File: config.mk
export PLATFORM = sky130hd
export DESIGN_NAME = cva6_cfg_reader
export DESIGN_NICKNAME = d
export VERILOG_FILES = /design/src/rtl/cfg_reader_pkg.sv /design/src/rtl/cva6_cfg_table.sv /design/src/rtl/cva6_cfg_reader.sv
export SDC_FILE = /design/constraint.sdc
export NUM_CORES = 1
export LEC_CHECK = 0
export ABC_AREA = 1
export CORE_UTILIZATION = 31
export CTS_CLUSTER_DIAMETER = 30
export DETAILED_ROUTE_END_ITERATION = 10
export GPL_TIMING_DRIVEN = 0
export PLACE_DENSITY_LB_ADDON = 0.2
export SYNTH_ARGS = -nofsm -noshare
export SYNTH_HDL_FRONTEND = slang
export SYNTH_SLANG_ARGS = --single-unit
File: constraint.sdc
create_clock -name clk_i -period 1.44 [get_ports clk_i]
set_input_delay 0.432 -clock clk_i [delete_from_list [all_inputs] [get_ports clk_i]]
set_output_delay 0.432 -clock clk_i [all_outputs]
set_load 0.01 [all_outputs]
File: src/rtl/cfg_reader_pkg.sv
// ----------------------------------------------------------------------------
// cfg_reader_pkg
//
// Shared types and constants for the configuration read-back block.
//
// Contents:
//   - cache_type_t / cva6_cfg_t : the subset of the core configuration record
//     that the read-back table publishes. Field names match
//     config_pkg::cva6_cfg_t so a full config can be mapped field-for-field.
//   - cva6_cfg_empty            : all-zero configuration (default parameter).
//   - cfg_idx_e, CfgNumEntries  : table word order and length.
//   - IsaBit*                   : bit positions inside the ISA bitmap word.
//   - CfgMagic                  : frame header identifier (bits [31:16]).
//   - dump_state_e              : stream dump FSM states.
//
// Optional feature macro: CVA6_CFG_READER_CSUM_EN adds the DUMP_CSUM state.
// ----------------------------------------------------------------------------
package cfg_reader_pkg;

  typedef enum logic [2:0] {
    WB             = 3'd0,
    WT             = 3'd1,
    HPDCACHE_WT    = 3'd2,
    HPDCACHE_WB    = 3'd3,
    HPDCACHE_WT_WB = 3'd4
  } cache_type_t;

  typedef struct packed {
    logic [31:0] XLEN;
    logic [31:0] VLEN;
    logic [31:0] PLEN;
    logic [31:0] GPLEN;
    logic        RVA;
    logic        RVB;
    logic        RVC;
    logic        RVD;
    logic        RVF;
    logic        RVH;
    logic        RVV;
    logic        RVS;
    logic        RVU;
    logic        ZKN;
    logic        RVZCB;
    logic        RVZCMT;
    logic        RVZCMP;
    logic        RVZiCond;
    logic        RVZicntr;
    logic        RVZihpm;
    logic        RVZilsd;
    logic        XF16;
    logic        XF16ALT;
    logic        XF8;
    logic        XFVec;
    logic        CvxifEn;
    logic        MmuPresent;
    logic        SuperscalarEn;
    logic [31:0] NrCommitPorts;
    logic [31:0] NrIssuePorts;
    logic [31:0] NR_SB_ENTRIES;
    logic [31:0] NrWbPorts;
    logic [31:0] NrRgprPorts;
    logic [31:0] FLen;
    logic [31:0] ICACHE_SET_ASSOC;
    logic [31:0] ICACHE_INDEX_WIDTH;
    logic [31:0] ICACHE_LINE_WIDTH;
    logic [31:0] DCACHE_SET_ASSOC;
    logic [31:0] DCACHE_INDEX_WIDTH;
    logic [31:0] DCACHE_LINE_WIDTH;
    cache_type_t DCacheType;
    logic [31:0] InstrTlbEntries;
    logic [31:0] DataTlbEntries;
    logic [31:0] NrPMPEntries;
    logic [31:0] BTBEntries;
    logic [31:0] BHTEntries;
    logic [31:0] RASDepth;
    logic [31:0] FETCH_WIDTH;
    logic [31:0] AxiDataWidth;
  } cva6_cfg_t;

  localparam cva6_cfg_t cva6_cfg_empty = '0;

  typedef enum logic [4:0] {
    CFG_XLEN               = 5'd0,
    CFG_VLEN               = 5'd1,
    CFG_PLEN               = 5'd2,
    CFG_GPLEN              = 5'd3,
    CFG_ISA                = 5'd4,
    CFG_NR_COMMIT_PORTS    = 5'd5,
    CFG_NR_ISSUE_PORTS     = 5'd6,
    CFG_NR_SB_ENTRIES      = 5'd7,
    CFG_NR_WB_PORTS        = 5'd8,
    CFG_NR_RGPR_PORTS      = 5'd9,
    CFG_FLEN               = 5'd10,
    CFG_ICACHE_SET_ASSOC   = 5'd11,
    CFG_ICACHE_INDEX_WIDTH = 5'd12,
    CFG_ICACHE_LINE_WIDTH  = 5'd13,
    CFG_DCACHE_SET_ASSOC   = 5'd14,
    CFG_DCACHE_INDEX_WIDTH = 5'd15,
    CFG_DCACHE_LINE_WIDTH  = 5'd16,
    CFG_DCACHE_TYPE        = 5'd17,
    CFG_INSTR_TLB_ENTRIES  = 5'd18,
    CFG_DATA_TLB_ENTRIES   = 5'd19,
    CFG_NR_PMP_ENTRIES     = 5'd20,
    CFG_BTB_ENTRIES        = 5'd21,
    CFG_BHT_ENTRIES        = 5'd22,
    CFG_RAS_DEPTH          = 5'd23,
    CFG_FETCH_WIDTH        = 5'd24,
    CFG_AXI_DATA_WIDTH     = 5'd25
  } cfg_idx_e;

  localparam int unsigned CfgNumEntries = 26;

  localparam int unsigned IsaBitRva           = 0;
  localparam int unsigned IsaBitRvb           = 1;
  localparam int unsigned IsaBitRvc           = 2;
  localparam int unsigned IsaBitRvd           = 3;
  localparam int unsigned IsaBitRvf           = 4;
  localparam int unsigned IsaBitRvh           = 5;
  localparam int unsigned IsaBitRvv           = 6;
  localparam int unsigned IsaBitRvs           = 7;
  localparam int unsigned IsaBitRvu           = 8;
  localparam int unsigned IsaBitZkn           = 9;
  localparam int unsigned IsaBitRvzcb         = 10;
  localparam int unsigned IsaBitRvzcmt        = 11;
  localparam int unsigned IsaBitRvzcmp        = 12;
  localparam int unsigned IsaBitRvzicond      = 13;
  localparam int unsigned IsaBitRvzicntr      = 14;
  localparam int unsigned IsaBitRvzihpm       = 15;
  localparam int unsigned IsaBitRvzilsd       = 16;
  localparam int unsigned IsaBitXf16          = 17;
  localparam int unsigned IsaBitXf16alt       = 18;
  localparam int unsigned IsaBitXf8           = 19;
  localparam int unsigned IsaBitXfvec         = 20;
  localparam int unsigned IsaBitCvxifEn       = 21;
  localparam int unsigned IsaBitMmuPresent    = 22;
  localparam int unsigned IsaBitSuperscalarEn = 23;

  localparam logic [15:0] CfgMagic = 16'hCF6A;

  typedef enum logic [1:0] {
    DUMP_IDLE = 2'd0,
    DUMP_HDR  = 2'd1,
    DUMP_BODY = 2'd2
`ifdef CVA6_CFG_READER_CSUM_EN
    , DUMP_CSUM = 2'd3
`endif
  } dump_state_e;

endpackage

File: src/rtl/cva6_cfg_table.sv
// ----------------------------------------------------------------------------
// cva6_cfg_table
//
// Combinational index-to-word lookup of the published configuration table.
// Two independent read ports so the random-read path and the stream dump
// share one table without arbitration.
//
// Ports:
//   idx_a   in  6   port A index (may be out of range)
//   word_a  out 32  port A word, 0 when out of range
//   oor_a   out 1   port A index >= CfgNumEntries
//   idx_b   in  6   port B index
//   word_b  out 32  port B word, 0 when out of range
// ----------------------------------------------------------------------------
module cva6_cfg_table
  import cfg_reader_pkg::*;
#(
  parameter cva6_cfg_t CVA6Cfg = cva6_cfg_empty
) (
  input  logic [5:0]  idx_a,
  output logic [31:0] word_a,
  output logic        oor_a,
  input  logic [5:0]  idx_b,
  output logic [31:0] word_b
);

  logic [31:0] isa_map;
  logic [31:0] entry [CfgNumEntries];

  always_comb begin
    isa_map = '0;
    isa_map[IsaBitRva]           = CVA6Cfg.RVA;
    isa_map[IsaBitRvb]           = CVA6Cfg.RVB;
    isa_map[IsaBitRvc]           = CVA6Cfg.RVC;
    isa_map[IsaBitRvd]           = CVA6Cfg.RVD;
    isa_map[IsaBitRvf]           = CVA6Cfg.RVF;
    isa_map[IsaBitRvh]           = CVA6Cfg.RVH;
    isa_map[IsaBitRvv]           = CVA6Cfg.RVV;
    isa_map[IsaBitRvs]           = CVA6Cfg.RVS;
    isa_map[IsaBitRvu]           = CVA6Cfg.RVU;
    isa_map[IsaBitZkn]           = CVA6Cfg.ZKN;
    isa_map[IsaBitRvzcb]         = CVA6Cfg.RVZCB;
    isa_map[IsaBitRvzcmt]        = CVA6Cfg.RVZCMT;
    isa_map[IsaBitRvzcmp]        = CVA6Cfg.RVZCMP;
    isa_map[IsaBitRvzicond]      = CVA6Cfg.RVZiCond;
    isa_map[IsaBitRvzicntr]      = CVA6Cfg.RVZicntr;
    isa_map[IsaBitRvzihpm]       = CVA6Cfg.RVZihpm;
    isa_map[IsaBitRvzilsd]       = CVA6Cfg.RVZilsd;
    isa_map[IsaBitXf16]          = CVA6Cfg.XF16;
    isa_map[IsaBitXf16alt]       = CVA6Cfg.XF16ALT;
    isa_map[IsaBitXf8]           = CVA6Cfg.XF8;
    isa_map[IsaBitXfvec]         = CVA6Cfg.XFVec;
    isa_map[IsaBitCvxifEn]       = CVA6Cfg.CvxifEn;
    isa_map[IsaBitMmuPresent]    = CVA6Cfg.MmuPresent;
    isa_map[IsaBitSuperscalarEn] = CVA6Cfg.SuperscalarEn;
  end

  always_comb begin
    entry[CFG_XLEN]               = CVA6Cfg.XLEN;
    entry[CFG_VLEN]               = CVA6Cfg.VLEN;
    entry[CFG_PLEN]               = CVA6Cfg.PLEN;
    entry[CFG_GPLEN]              = CVA6Cfg.GPLEN;
    entry[CFG_ISA]                = isa_map;
    entry[CFG_NR_COMMIT_PORTS]    = CVA6Cfg.NrCommitPorts;
    entry[CFG_NR_ISSUE_PORTS]     = CVA6Cfg.NrIssuePorts;
    entry[CFG_NR_SB_ENTRIES]      = CVA6Cfg.NR_SB_ENTRIES;
    entry[CFG_NR_WB_PORTS]        = CVA6Cfg.NrWbPorts;
    entry[CFG_NR_RGPR_PORTS]      = CVA6Cfg.NrRgprPorts;
    entry[CFG_FLEN]               = CVA6Cfg.FLen;
    entry[CFG_ICACHE_SET_ASSOC]   = CVA6Cfg.ICACHE_SET_ASSOC;
    entry[CFG_ICACHE_INDEX_WIDTH] = CVA6Cfg.ICACHE_INDEX_WIDTH;
    entry[CFG_ICACHE_LINE_WIDTH]  = CVA6Cfg.ICACHE_LINE_WIDTH;
    entry[CFG_DCACHE_SET_ASSOC]   = CVA6Cfg.DCACHE_SET_ASSOC;
    entry[CFG_DCACHE_INDEX_WIDTH] = CVA6Cfg.DCACHE_INDEX_WIDTH;
    entry[CFG_DCACHE_LINE_WIDTH]  = CVA6Cfg.DCACHE_LINE_WIDTH;
    entry[CFG_DCACHE_TYPE]        = 32'(CVA6Cfg.DCacheType);
    entry[CFG_INSTR_TLB_ENTRIES]  = CVA6Cfg.InstrTlbEntries;
    entry[CFG_DATA_TLB_ENTRIES]   = CVA6Cfg.DataTlbEntries;
    entry[CFG_NR_PMP_ENTRIES]     = CVA6Cfg.NrPMPEntries;
    entry[CFG_BTB_ENTRIES]        = CVA6Cfg.BTBEntries;
    entry[CFG_BHT_ENTRIES]        = CVA6Cfg.BHTEntries;
    entry[CFG_RAS_DEPTH]          = CVA6Cfg.RASDepth;
    entry[CFG_FETCH_WIDTH]        = CVA6Cfg.FETCH_WIDTH;
    entry[CFG_AXI_DATA_WIDTH]     = CVA6Cfg.AxiDataWidth;
  end

  // The range check guards the 5-bit array select; out-of-range reads are 0.
  assign oor_a  = (idx_a >= 6'(CfgNumEntries));
  assign word_a = oor_a ? '0 : entry[idx_a[4:0]];
  assign word_b = (idx_b >= 6'(CfgNumEntries)) ? '0 : entry[idx_b[4:0]];

endmodule

File: src/rtl/cva6_cfg_reader.sv
// ----------------------------------------------------------------------------
// cva6_cfg_reader
//
// Publishes the elaborated core configuration as a table of 32-bit words to a
// debug/boot agent through two independent paths:
//   - random read: request sampled each cycle, response exactly one cycle
//     later, no backpressure;
//   - stream dump: header {Magic, NumEntries}, then every table word, framed
//     with valid/ready and a last flag.
//
// Optional feature macro: CVA6_CFG_READER_CSUM_EN
//   defined   : a trailing checksum word (XOR of header and body) ends the frame
//   undefined : the frame ends on the last table word
//
// Ports:
//   clk_i         in  1   clock
//   rst_i         in  1   synchronous active-high reset
//   rd_req_i      in  1   random-read request
//   rd_addr_i     in  6   table index
//   rd_valid_o    out 1   read response valid
//   rd_data_o     out 32  read response data
//   rd_err_o      out 1   index out of range
//   dump_start_i  in  1   start stream dump (ignored while busy)
//   dump_abort_i  in  1   abort dump in progress
//   dump_valid_o  out 1   stream word valid
//   dump_ready_i  in  1   sink ready
//   dump_data_o   out 32  stream word
//   dump_last_o   out 1   final word of frame
//   busy_o        out 1   dump in progress
// ----------------------------------------------------------------------------
module cva6_cfg_reader
  import cfg_reader_pkg::*;
#(
  parameter cva6_cfg_t   CVA6Cfg    = cva6_cfg_empty,
  parameter int unsigned NumEntries = CfgNumEntries,
  parameter logic [15:0] Magic      = CfgMagic
) (
  input  logic        clk_i,
  input  logic        rst_i,
  input  logic        rd_req_i,
  input  logic [5:0]  rd_addr_i,
  output logic        rd_valid_o,
  output logic [31:0] rd_data_o,
  output logic        rd_err_o,
  input  logic        dump_start_i,
  input  logic        dump_abort_i,
  output logic        dump_valid_o,
  input  logic        dump_ready_i,
  output logic [31:0] dump_data_o,
  output logic        dump_last_o,
  output logic        busy_o
);

  if (NumEntries != CfgNumEntries) begin : g_num_entries_check
    $error("cva6_cfg_reader: NumEntries must equal CfgNumEntries");
  end

  localparam logic [31:0] HdrWord = {Magic, 16'(NumEntries)};
  localparam logic [4:0]  LastIdx = 5'(NumEntries - 1);

  logic [31:0] rd_word;
  logic        rd_oor;
  logic [31:0] body_word;

  dump_state_e state_q, state_d;
  logic [4:0]  idx_q, idx_d;

`ifdef CVA6_CFG_READER_CSUM_EN
  logic [31:0] csum_q, csum_d;
`endif

  cva6_cfg_table #(
    .CVA6Cfg (CVA6Cfg)
  ) u_table (
    .idx_a  (rd_addr_i),
    .word_a (rd_word),
    .oor_a  (rd_oor),
    .idx_b  ({1'b0, idx_q}),
    .word_b (body_word)
  );

  // ---- random read: request -> response register (stage p1) ----
  logic        rd_vld_p1;
  logic        rd_err_p1;
  logic [31:0] rd_data_p1;

  always_ff @(posedge clk_i) begin
    if (rst_i) begin
      rd_vld_p1  <= 1'b0;
      rd_err_p1  <= 1'b0;
      rd_data_p1 <= '0;
    end else begin
      rd_vld_p1  <= rd_req_i;
      rd_err_p1  <= rd_req_i & rd_oor;
      rd_data_p1 <= rd_req_i ? rd_word : '0;
    end
  end

  assign rd_valid_o = rd_vld_p1;
  assign rd_err_o   = rd_err_p1;
  assign rd_data_o  = rd_data_p1;

  // ---- dump FSM: state register ----
  always_ff @(posedge clk_i) begin
    if (rst_i) begin
      state_q <= DUMP_IDLE;
      idx_q   <= '0;
    end else begin
      state_q <= state_d;
      idx_q   <= idx_d;
    end
  end

`ifdef CVA6_CFG_READER_CSUM_EN
  always_ff @(posedge clk_i) begin
    if (rst_i) begin
      csum_q <= '0;
    end else begin
      csum_q <= csum_d;
    end
  end
`endif

  // ---- dump FSM: next state ----
  // Abort is checked before the handshake so an aborted word never counts
  // as sent (index and checksum are left untouched).
  always_comb begin
    state_d = state_q;
    idx_d   = idx_q;
`ifdef CVA6_CFG_READER_CSUM_EN
    csum_d  = csum_q;
`endif
    unique case (state_q)
      DUMP_IDLE: begin
        if (dump_start_i && !dump_abort_i) begin
          state_d = DUMP_HDR;
`ifdef CVA6_CFG_READER_CSUM_EN
          csum_d  = '0;
`endif
        end
      end
      DUMP_HDR: begin
        if (dump_abort_i) begin
          state_d = DUMP_IDLE;
        end else if (dump_ready_i) begin
          state_d = DUMP_BODY;
          idx_d   = '0;
`ifdef CVA6_CFG_READER_CSUM_EN
          csum_d  = csum_q ^ HdrWord;
`endif
        end
      end
      DUMP_BODY: begin
        if (dump_abort_i) begin
          state_d = DUMP_IDLE;
        end else if (dump_ready_i) begin
`ifdef CVA6_CFG_READER_CSUM_EN
          csum_d = csum_q ^ body_word;
`endif
          if (idx_q == LastIdx) begin
`ifdef CVA6_CFG_READER_CSUM_EN
            state_d = DUMP_CSUM;
`else
            state_d = DUMP_IDLE;
`endif
          end else begin
            idx_d = idx_q + 5'd1;
          end
        end
      end
`ifdef CVA6_CFG_READER_CSUM_EN
      DUMP_CSUM: begin
        if (dump_abort_i || dump_ready_i) begin
          state_d = DUMP_IDLE;
        end
      end
`endif
      default: state_d = DUMP_IDLE;
    endcase
  end

  // ---- dump FSM: outputs ----
  // Outputs depend only on registered state, so they hold while stalled.
  always_comb begin
    dump_valid_o = 1'b0;
    busy_o       = 1'b0;
    dump_data_o  = '0;
    dump_last_o  = 1'b0;
    unique case (state_q)
      DUMP_HDR: begin
        dump_valid_o = 1'b1;
        busy_o       = 1'b1;
        dump_data_o  = HdrWord;
      end
      DUMP_BODY: begin
        dump_valid_o = 1'b1;
        busy_o       = 1'b1;
        dump_data_o  = body_word;
`ifndef CVA6_CFG_READER_CSUM_EN
        dump_last_o  = (idx_q == LastIdx);
`endif
      end
`ifdef CVA6_CFG_READER_CSUM_EN
      DUMP_CSUM: begin
        dump_valid_o = 1'b1;
        busy_o       = 1'b1;
        dump_data_o  = csum_q;
        dump_last_o  = 1'b1;
      end
`endif
      default: begin
        dump_valid_o = 1'b0;
      end
    endcase
  end

endmodule
======== Yosys cells after proc, flatten, opt, wreduce, memory -nomap -nowiden ========
Memory sizes are Yosys's and may differ from the RTL's. A register that Yosys moved wholly into a read port is not among the register bits.
Cells that the tools add are included.
operators by class
  $add $sub $neg .......................... 1
  reductions and logical operators ........ 8
  equal/unequal tests ..................... 12
  muxes and demuxes ....................... 19
  $lt $le $gt $ge ......................... 3
  bitwise logic cells ..................... 4
operator list
  cell                                                                   number
  32-bit 2-to-1 mux                                                      3
  32-bit one-hot mux with 2 select lines                                 1
  5-bit 2-to-1 mux                                                       5
  2-bit 2-to-1 mux                                                       6
  2-bit != test, second input constant                                   6
  5-bit inverter with 6-bit output                                       2
  5-bit one-hot mux with 2 select lines                                  1
  3-bit != test, second input constant                                   3
  6-bit by 5-bit >= comparator with 1-bit output, second input constant  1
  6-bit >= comparator, second input constant                             1
  2-bit one-hot mux with 3 select lines                                  1
  6-bit AND reduction                                                    1
  5-bit by 1-bit adder with 5-bit output, second input constant          1
  5-bit == test, second input constant                                   1
  5-bit >= comparator, second input constant                             1
  4-bit AND reduction                                                    1
  3-bit OR reduction                                                     1
  2-bit by 1-bit == test with 1-bit output, second input constant        1
  2-bit == test, second input constant                                   1
  2-bit logical NOT                                                      1
  1-bit 2-to-1 mux                                                       2
  2-bit nonzero test                                                     1
  2-bit OR reduction                                                     1
  1-bit AND                                                              1
  3 further kinds                                                        3
word-level totals
  output and inout bits ................... 69
  input port bits ......................... 12
  ROM bits ................................ 2048
  memories kept ........................... 2
  register bits ........................... 9
  word-level logic and storage cells ...... 53
memories
  memory           words  bits a word  read ports  clocked after memory_dff  wr ports  line                  text
  (no name shown)  32     32           1           1                         0         cva6_cfg_table.sv:89  assign word_a = oor_a ? '0 : entry[idx_a[4:0]];
  (no name shown)  32     32           1           0                         0         cva6_cfg_table.sv:90  assign word_b = (idx_b >= 6'(CfgNumEntries)) ? '0 : entry[idx_b[4:0]];

======== Logic depth before layout (Yosys ltp) ========
Gate-level depths: netlist (run 1).
  word-level depth ........................ 6
  mapped depth ............................ 10
  mapped depth without buffers ............ 10

======== Hierarchy ========
Synthesis (run 1) repeated with hierarchy kept, for this count alone.
second synthesis, totals
  cell total of the unflattened synthesis .. 328
  area total of the unflattened synthesis .. 2283.4 µm²
by module, submodules not included
  module           area each (µm²)  sequential area each (µm²)  instances  cells each
  cva6_cfg_reader  1769.2           820.8                       1          255
  cva6_cfg_table   514.2            0.0                         1          73

======== Worst setup path after synthesis (run 1) ========
OpenSTA, ideal clock, no wires.
  path kind ............................... register to output
  start ................................... register state_q[1]
  end ..................................... output port dump_data_o[17]
  required time ........................... 1.008 ns
  stages on the path, launching flop included .. 4
  arrival ................................. 1.047 ns
  setup slack ............................. -0.039 ns
  buffers on the path ..................... 1
  cell sequence ........................... dfxtp_1 inv_1 ha_1 buf_4
on the way
  longest elaborated chain between the ends .. 2
  elaborated cells on any way between the ends .. 3
  classes of those cells .................. eq/ne (2); mux (1)
ends and longest elaborated chain
  element                                                                    line                    text
  start: declaration                                                         cva6_cfg_reader.sv:65   dump_state_e state_q, state_d;
  start signal: assignment                                                   cva6_cfg_reader.sv:109  state_q <= state_d;
  2-bit == test or 2-bit by 1-bit == test with 1-bit output (tied branches)  cva6_cfg_reader.sv:189  unique case (state_q)
  32-bit one-hot mux with 2 select lines (*)                                 cva6_cfg_reader.sv:189
  end: declaration                                                           cva6_cfg_reader.sv:49   output logic [31:0] dump_data_o,
Every way passes the cells marked *; elsewhere a longest branch is shown, timed or not.

======== Worst setup path in the final report (run 1) ========
  start ................................... register state_q[1]
  end ..................................... output port dump_data_o[25]
Same word-level chain as after synthesis.

==> results by group, run 1 <==
Place
  – Number of port buffers: 28
  – Final GP Congestion: ~0.77
  – Post-DP HPWL: 1430 um
  – Placed Cells: about 280
  – Post-DP Area: ~1600 um2

GRT
  – Global-route usage over all layers: 0.104
  – Initial antenna violation count: 0
  – GR Overflow Total: 0
  – First-pass GRT wire length: about 2800 um
  – Largest net degree at the start of global routing: 8
  – Vias in the first global route: approximately 750

Worst setup path
  – Kind of critical path: reg -> out
  – Critical path required time: between 1 and 1.5 ns
  – Reg2reg path depth: 11
  – CP arrival: approximately 1.2 ns
  – Crit Path Max Fanout: 7
  – Kind of start point of the critical path: flop
  – Worst Setup End Kind: output port

Die
  – Core Area: around 3300 um2
  – Die width: just over 60 um
  – I/O Pins: roughly 80
  – Die Area: between 3000 and 4000 um2
  – DIE HEIGHT: just over 60 um
  – Row count: 21
  – Initial Util: 0.325

Synth
  – Distinct cells, synth: 23
  – Register area share after synthesis: 0.166
  – Synth Cell Area: between 1000 and 1500 um2
  – Cells after synthesis: ~150
  – Yosys warning total: 0
  – Synth Register Bits: 9
  – Synth top area cells: buf_4 (44%), dfxtp_1 (17%), ha_1 (6.9%)
  – Post-synth top area share: 0.443
  – Cell taking the most area after synthesis: buf_4
  – Mean post-synth cell area: 7.18 um2

Timing
  – Final setup margin: -0.174 ns
  – Slew Limit Fails: 0
  – Period utilization: 1.12
  – FMAX: approximately 620 MHz
  – Worst-case clock skew: ~0.007 ns
  – Fin. Hold Viols: 0
  – Period minus WS final: roughly 1.6 ns
  – Setup violations, final: 20
  – RSZ-0062 raised after global routing: yes

Cells and area
  – Commonest non-fill, non-tap cell in the layout: buf_4
  – Most frequent cells in the layout: buf_4 (59), conb_1 (51), buf_6 (30), nand2_1 (18)
  – Fin cells: between 200 and 300
  – Area grow syn2layout: 75.1%
  – Finished Cell Area: approximately 1900 um2
  – Inserted Diodes: 0
  – Post-Route Utilization: 0.569
  – Fillers: roughly 320
  – Nets@finish: ~260
  – Fraction of layout cells with a size suffix above 1: 0.508

Routing
  – Initial DRC Count: 4
  – Residual DRC count: 0
  – DRT Wirelength: 1970 um
  – Vias post-DR: ~1000
  – Antenna-violating nets left: 0
  – Vias per inst: 3.45
  – First-pass DRT Iterations: 4
  – Avg WL per Cell: ~6.8 um

CTS
  – CTS Hold Bufs: 0
  – Reg clk slew, reported paths: approximately 0.060 ns
  – Worst skew pair latency: about 0.26 ns
  – CTS tree: built
  – Root buffer cell: clkbuf_4
  – Clock sinks: 9
  – H-tree depth: 1
  – CTS buffer count: 3
  – Clock Path Buffers: 2

Power
  – Pwr per Cell Area: about 1400 nW/um2
  – Maximum VDD drop: 0.645 mV
  – Leakage Power: 0.00105 uW

Hold path
  – Hold Crit Class: reg -> reg
  – WHS Path Cells: 2

Status
  – Failing checks: setup timing
  – Status: finished with violations

Run
  – Max-cap violation count: 0
-- state kept, by name (all words and copies together), names as in the netlist --
name	count
rd_err_o	1
idx_q	5
rd_valid_o	1
state_q	2
-- where the power goes --
group | internal, uW | switching, uW
logic | 1270 | 825
clock network | 107 | 86.2
registers | 295 | 42.6
total | 1670 | 954
-- Yosys cell counts (all sizes together) --
cell	number
dfxtp	9
nand4	5
buf	65
xor2	1
nand2	22
inv	16
conb	1
ha	6
a31oi	1
nor2	10
a21oi	5
o21ai	2
nor3	1
nand3	6
or2	1
-- final cells by class --
class | instances | area [um2] | area share
Clock buffer | 4 | 26.3 | 0.0138
Multi-Input combinational cell | 111 | 631 | 0.332
Buffer | 65 | 534 | 0.281
Timing Repair Buffer | 39 | 394 | 0.208
Tap cell | 46 | 57.6 | 0.0303
Inverter | 16 | 67.6 | 0.0356
Sequential cell | 9 | 189 | 0.0995
-- layer usage --
metal | vias to the layer above | global-route usage | part of all wire
li1 | 537 | - | -
met1 | 406 | 0.0952 | 0.37
met2 | 54 | 0.199 | 0.49
met3 | 4 | 0.0336 | 0.13
met4 | 0 | 0.0584 | 0.0097
met5 | - | 0 | 0
-- critical path: stages, from the launching register on --
cell and delay (ns):
dfxtp_2 0.35, inv_4 0.06, ha_4 0.17, buf_6 0.13, buf_6 0.11, buf_6 0.11
-- through the flow --
step | TNS (ns) | hold slack, ns | total power [uW] | worst slack [ns]
after floorplan | 0 | 0.464 | 1250 | 0.0878
after global placement | -7.80 | 0.506 | 1810 | -0.506
after detailed placement | -7.81 | 0.507 | 1820 | -0.514
after CTS | -2.48 | 0.520 | 2540 | -0.175
after global routing | -3.72 | 0.511 | 2810 | -0.219
final | -2.53 | 0.495 | 2630 | -0.174
-- what timing repair did --
| action | CTS | global route |
|---|---|---|
| buffers inserted | 8 | 3 |
| endpoints found under the setup margin | 22 | 23 |
| pin swaps | 2 | 8 |
| resized for setup | 113 | 14 |
-- logic make-up after synthesis --
logic type               after synthesis  share of synthesized area
AND/OR/NAND/NOR                       45                      0.212
adder cells (fa/ha/maj)                6                     0.0692
buffers and inverters                 81                      0.503
AO/OA/AOI/OAI                          8                     0.0381
flip-flops                             9                      0.166
other                                  1                    0.00346
XOR/XNOR                               1                    0.00808
-- worst paths after layout --
kind	start	to	slack (ns)
setup / recovery	state_q[1]$_SDFFE_PP0P_	dump_data_o[25]	-0.17
setup reg to reg	state_q[1]$_SDFFE_PP0P_	idx_q[4]$_SDFFE_PP0P_	-0.04
hold / removal	idx_q[3]$_SDFFE_PP0P_	idx_q[3]$_SDFFE_PP0P_	0.50
hold reg to reg	idx_q[3]$_SDFFE_PP0P_	idx_q[3]$_SDFFE_PP0P_	0.50
Power figures use the tool's default switching activity.
==> run 2, diff against run 1 <==
Settings changed: ABC_CLOCK_PERIOD_IN_PS set to 1440.
==> results of run 2 <==
The final DEF is identical to that of run 1; final timing and power are the same.
